File: config.mk
export PLATFORM = sky130hd
export DESIGN_NAME = jk_timer_ctrl_flat
export DESIGN_NICKNAME = d
export VERILOG_FILES = /design/src/rtl/jk_timer_pkg.sv /design/src/rtl/jk_timer_ctrl_if.sv /design/src/rtl/jk_updown_counter.sv /design/src/rtl/jk_timer_ctrl.sv /design/src/flat_wrapper.sv
export SDC_FILE = /design/constraint.sdc
export NUM_CORES = 1
export LEC_CHECK = 0
export BUFFER_PORTS_ARGS = -buffer_cell sky130_fd_sc_hd__buf_2
export CAP_MARGIN = 20
export CORE_AREA = 2 2 39 41
export CTS_CLUSTER_SIZE = 16
export DETAILED_ROUTE_END_ITERATION = 12
export DIE_AREA = 0 0 41 43
export GPL_TIMING_DRIVEN = 0
export PLACE_DENSITY = 0.69
export REMOVE_ABC_BUFFERS = 1
export SYNTH_ARGS = -nofsm -noshare
export SYNTH_HDL_FRONTEND = slang
export SYNTH_HIERARCHICAL = 1
export SYNTH_SLANG_ARGS = --single-unit
File: constraint.sdc
create_clock -name clk -period 2.8 [get_ports clk]
set_input_delay 0.7 -clock clk [delete_from_list [all_inputs] [get_ports clk]]
set_output_delay 0.7 -clock clk [all_outputs]
set_load 0.01 [all_outputs]
File: src/rtl/jk_timer_pkg.sv
// Shared types and constants for the JK-flip-flop timer controller and its counter.
package jk_timer_pkg;

  typedef enum logic {
    IDLE = 1'b0,
    RUN  = 1'b1
  } state_e;

  // {J,K} encodings for a single JK flip-flop
  localparam logic [1:0] JK_HOLD   = 2'b00;
  localparam logic [1:0] JK_RESET  = 2'b01;
  localparam logic [1:0] JK_SET    = 2'b10;
  localparam logic [1:0] JK_TOGGLE = 2'b11;

  localparam logic DIR_UP   = 1'b0;
  localparam logic DIR_DOWN = 1'b1;

endpackage

File: src/rtl/jk_timer_ctrl_if.sv
// Control/status bundle between a register front-end (master) and the timer (slave).
interface jk_timer_ctrl_if #(
  parameter int unsigned WIDTH = 3
);
  logic             start;
  logic             stop;
  logic             periodic;
  logic             down;
  logic [WIDTH-1:0] limit;
  logic [WIDTH-1:0] count;
  logic             busy;
  logic             tc;
  logic             done;

  modport master (
    output start, stop, periodic, down, limit,
    input  count, busy, tc, done
  );

  modport slave (
    input  start, stop, periodic, down, limit,
    output count, busy, tc, done
  );
endinterface

File: src/rtl/jk_updown_counter.sv
// Synchronous up/down counter built from per-bit JK flip-flops with a toggle chain.
module jk_updown_counter
  import jk_timer_pkg::*;
#(
  parameter int unsigned WIDTH = 3
) (
  input  logic             clk,
  input  logic             rst,
  input  logic             load,
  input  logic [WIDTH-1:0] load_val,
  input  logic             en,
  input  logic             down,
  output logic [WIDTH-1:0] q
);

  logic [WIDTH-1:0] q_q, q_d;

  always_comb begin
    logic [1:0] jk;
    logic       chain;
    q_d   = '0;
    jk    = JK_HOLD;
    chain = 1'b1;
    for (int unsigned i = 0; i < WIDTH; i++) begin
      if (load) begin
        jk = load_val[i] ? JK_SET : JK_RESET;
      end else if (en && chain) begin
        jk = JK_TOGGLE;
      end else begin
        jk = JK_HOLD;
      end
      // JK characteristic equation: Q+ = J&~Q | ~K&Q
      q_d[i] = (jk[1] & ~q_q[i]) | (~jk[0] & q_q[i]);
      chain  = chain & ((down == DIR_DOWN) ? ~q_q[i] : q_q[i]);
    end
  end

  always_ff @(posedge clk) begin
    if (rst) begin
      q_q <= '0;
    end else begin
      q_q <= q_d;
    end
  end

  assign q = q_q;

endmodule

File: src/rtl/jk_timer_ctrl.sv
// Timer controller: start/stop FSM, latched run configuration, terminal decode and done pulse.
module jk_timer_ctrl
  import jk_timer_pkg::*;
#(
  parameter int unsigned WIDTH = 3
) (
  input  logic           clk,
  input  logic           rst,
  jk_timer_ctrl_if.slave bus
);

  state_e           state_q, state_d;
  logic [WIDTH-1:0] limit_q, limit_d;
  logic             periodic_q, periodic_d;
  logic             down_q, down_d;
  logic             done_q, done_d;

  logic             cnt_load, cnt_en;
  logic [WIDTH-1:0] cnt_load_val;
  logic [WIDTH-1:0] count;
  logic [WIDTH-1:0] terminal;
  logic             tc;

  assign terminal = (down_q == DIR_DOWN) ? '0 : limit_q;
  assign tc       = (state_q == RUN) && (count == terminal);

  always_comb begin
    state_d      = state_q;
    limit_d      = limit_q;
    periodic_d   = periodic_q;
    down_d       = down_q;
    done_d       = 1'b0;
    cnt_load     = 1'b0;
    cnt_en       = 1'b0;
    cnt_load_val = '0;
    unique case (state_q)
      IDLE: begin
        if (bus.start) begin
          limit_d      = bus.limit;
          periodic_d   = bus.periodic;
          down_d       = bus.down;
          cnt_load     = 1'b1;
          cnt_load_val = (bus.down == DIR_DOWN) ? bus.limit : '0;
          state_d      = RUN;
        end
      end
      RUN: begin
        // stop takes precedence over the terminal-count action
        if (bus.stop) begin
          state_d = IDLE;
        end else if (tc) begin
          if (periodic_q) begin
            cnt_load     = 1'b1;
            cnt_load_val = (down_q == DIR_DOWN) ? limit_q : '0;
          end else begin
            state_d = IDLE;
            done_d  = 1'b1;
          end
        end else begin
          cnt_en = 1'b1;
        end
      end
      default: state_d = IDLE;
    endcase
  end

  always_ff @(posedge clk) begin
    if (rst) begin
      state_q    <= IDLE;
      limit_q    <= '0;
      periodic_q <= 1'b0;
      down_q     <= DIR_UP;
      done_q     <= 1'b0;
    end else begin
      state_q    <= state_d;
      limit_q    <= limit_d;
      periodic_q <= periodic_d;
      down_q     <= down_d;
      done_q     <= done_d;
    end
  end

  jk_updown_counter #(
    .WIDTH(WIDTH)
  ) u_counter (
    .clk      (clk),
    .rst      (rst),
    .load     (cnt_load),
    .load_val (cnt_load_val),
    .en       (cnt_en),
    .down     (down_q),
    .q        (count)
  );

  assign bus.count = count;
  assign bus.busy  = (state_q == RUN);
  assign bus.tc    = tc;
  assign bus.done  = done_q;

endmodule

File: src/flat_wrapper.sv
// flat-port wrapper written by rule: the top's interface ports become plain ports
module jk_timer_ctrl_flat import jk_timer_pkg::*;
#(
  parameter int unsigned WIDTH = 3
)
  (clk, rst, bus_start, bus_stop, bus_periodic, bus_down, bus_limit, bus_count, bus_busy, bus_tc, bus_done);
  jk_timer_ctrl_if #(.WIDTH(WIDTH)) bus_i ();
  input  logic clk;
  input  logic rst;
  input wire logic [$bits(bus_i.start)-1:0] bus_start;
  input wire logic [$bits(bus_i.stop)-1:0] bus_stop;
  input wire logic [$bits(bus_i.periodic)-1:0] bus_periodic;
  input wire logic [$bits(bus_i.down)-1:0] bus_down;
  input wire logic [$bits(bus_i.limit)-1:0] bus_limit;
  output wire logic [$bits(bus_i.count)-1:0] bus_count;
  output wire logic [$bits(bus_i.busy)-1:0] bus_busy;
  output wire logic [$bits(bus_i.tc)-1:0] bus_tc;
  output wire logic [$bits(bus_i.done)-1:0] bus_done;
  assign bus_i.start = bus_start;
  assign bus_i.stop = bus_stop;
  assign bus_i.periodic = bus_periodic;
  assign bus_i.down = bus_down;
  assign bus_i.limit = bus_limit;
  assign bus_count = bus_i.count;
  assign bus_busy = bus_i.busy;
  assign bus_tc = bus_i.tc;
  assign bus_done = bus_i.done;
  jk_timer_ctrl #(.WIDTH(WIDTH)) u_core (.clk(clk), .rst(rst), .bus(bus_i));
endmodule
==> flow_summary.toml <==
[routing]
via_per_inst = 5.64
wl_mm = 1.43
antenna_left = 0
routed-via-count = 626
detailedRoute.firstIterationViolations = 28
drc = 0
wl_per_cell_um = 12.9
drt-pass1-iter-count = 4

[sta]
hold_viol_final = 0
achievable-frequency_mhz = 447
post-route-min-period_ps = 2240
min_period_over_period = 0.799
setup-violations-final = 0
worst-slew-pin-transition_ps = 588
report.final.slew_viol_count = 0
rsz_0062_raised_after_global_routing = "no"
worst_slack_ps = 563
final.setup_skew_ps = 8.49
relSlewSlack = 0.607
fin_tns_setup_ps = 0

[place]
gpl.final_weighted_congestion = 0.743
dp_hpwl_mm = 1.02
placement.io_buffers = 14
dp_slack_ps = 525

[setup_path]
cp.arrival_ps = 1540
cp_max_fo = 13
r2r_setup_slack_ps = 660
cp-end-kind = "primary output"
crit_path_start_kind = "flip-flop"
setup_cp_type = "flip-flop to primary output"
timing.critical_path.required_ps = 2100

[layout]
multi_input_comb_area_um2 = 387
area.sequential_um2 = 200
layout_common_cells = "buf_2, nand2_1, dfxtp_1"
share_of_cells_above_drive_strength_1 = 0.242
antennaDiodeCount = 0
syn_to_final_growth_pct = 18.1
fillCellCount = 134
layout.cells.most_common = "buf_2"
nets = 105

[global_routing]
antenna_found_initial = 0
grt_overflow_total = 0
vias_in_the_first_global_route = 543
maximum_number_of_pins_on_one_net_before_global_route_repair = 14
gr_util_all_layers = 0.189
grt_pass1_wl_mm = 2.28

[clock_tree]
ctsHoldBuffers = 0
clock_sinks = 10
clk_latency_ps = 270
postCtsSetupBuffers = 0
clock_transition_at_path_regs_ps = 80
htree_num_levels = 1
tritoncts_clock_tree = "built"
number_of_clock_buffers_inserted_by_tritoncts = 3
cts_max_path_buffers = 2
cts_root_buf = "clkbuf_4"
postCtsResizedCells = 0

[power_and_ir_drop]
register_share_of_total_power = 0.448
combPwrFrac = 0.188
total_power_density_per_cell_area_nw_per_um2 = 509
power.clock.fraction = 0.365
p_switching_mw = 0.109
leakage_nw = 0.314
power.ir.vdd_worst_mv = 0.249
intPower_mw = 0.262
power.share.switching = 0.293

[synth]
mappedNetlistArea_um2 = 617
synth.distinct_cells = 31
synth_seq_area_share = 0.325
synthesis.yosys.warnings = 6
synthCells = 79
asyncSetResetFlopFracSynth = 0
synth-edff-count = 0
syn-mean-instance-area_um2 = 7.81
synth_seq_cells = 10
synth_top_flop_cell = "dfxtp_1"

[floorplanning]
fp.dieArea_um2 = 1760
die_width_um = 41
chipHeight_um = 43
top_level_ports = 15
rows = 14
floorplan.core_area_um2 = 1380
starting_utilization_of_the_core_area = 0.446

[hold_path]
worstHoldPathType = "flip-flop to flip-flop"

[run]
max-cap-violations = 0

[status]
status = "completed"
[path summary, 6_finish.rpt]
kind	start	endpoint	cells past startpoint
hold / removal	u_core/periodic_q	u_core/periodic_q	2
setup / recovery	u_core/down_q	bus_tc	3
hold reg to reg	u_core/periodic_q	u_core/periodic_q	2
setup reg to reg	u_core/down_q	u_core/u_counter/q[1]	6
[registers in the layout, indices dropped and copies added (netlist names)]
register	count
u_core/bus.busy	1
u_core/bus.done	1
u_core/down_q	1
u_core/limit_q	3
u_core/periodic_q	1
u_core/u_counter/q	3
[per-stage QoR]
step                utilization  instances  cell area (um2)  total power, mW  hold WS [ps]
detailed placement        0.500        107              692            0.238           488
floorplan                     -         77              602            0.212           447
global route              0.526        111              728            0.390           522
CTS                       0.526        111              728            0.372           497
finish                    0.526        111              728            0.371           491
global placement          0.500        107              692            0.235           476
[critical path, stage by stage, from the launching register on]
cell and delay, ps:
dfxtp_1 570, nor3b_2 300, o221a_2 260, buf_2 130
[power by group through the flow]
stage | clock network, mW | registers [mW] | logic (mW)
finish | 0.135 | 0.166 | 0.0696
global route | 0.145 | 0.167 | 0.0771
CTS | 0.137 | 0.166 | 0.0691
detailed placement | 0 | 0.169 | 0.0685
global placement | 0 | 0.168 | 0.0670
floorplan | 0 | 0.167 | 0.0445
[per-layer routing]
metal / part of all wire / GRT usage / up-vias
met5: 0 / 0 / -
met4: 0.0042 / 0.0800 / 0
met3: 0.051 / 0.0471 / 2
met2: 0.45 / 0.275 / 19
met1: 0.50 / 0.257 / 291
li1: - / - / 314
[synthesized netlist by cell type, types with 2 or more instances]
master / n / share of area
inv_1: 4 / 0.024
nand2_1: 11 / 0.067
dfxtp_1: 10 / 0.32
nor2b_1: 5 / 0.051
xor2_1: 2 / 0.028
a21oi_1: 9 / 0.073
nand2b_1: 3 / 0.030
or4_1: 2 / 0.024
nor2_1: 4 / 0.024
o21ai_1: 3 / 0.024
nand3_1: 6 / 0.049
[cell type report]
cell class,count,share of cell area
Multi-Input combinational cell,63,0.531
Sequential cell,10,0.275
Timing Repair Buffer,14,0.0962
Clock buffer,4,0.0498
Tap cell,16,0.0275
Inverter,4,0.0206
[logic make-up (layout without fill, tap and decap cells)]
group / count (synthesis) / count (layout) / synth area share
buf+inv: 6 / 22 / 0.0487
flops: 10 / 10 / 0.325
simple gates: 40 / 40 / 0.373
mux: 1 / 1 / 0.0162
xor+xnor: 2 / 2 / 0.0284
compound gates: 20 / 20 / 0.209
Power figures use the tool's default switching activity.
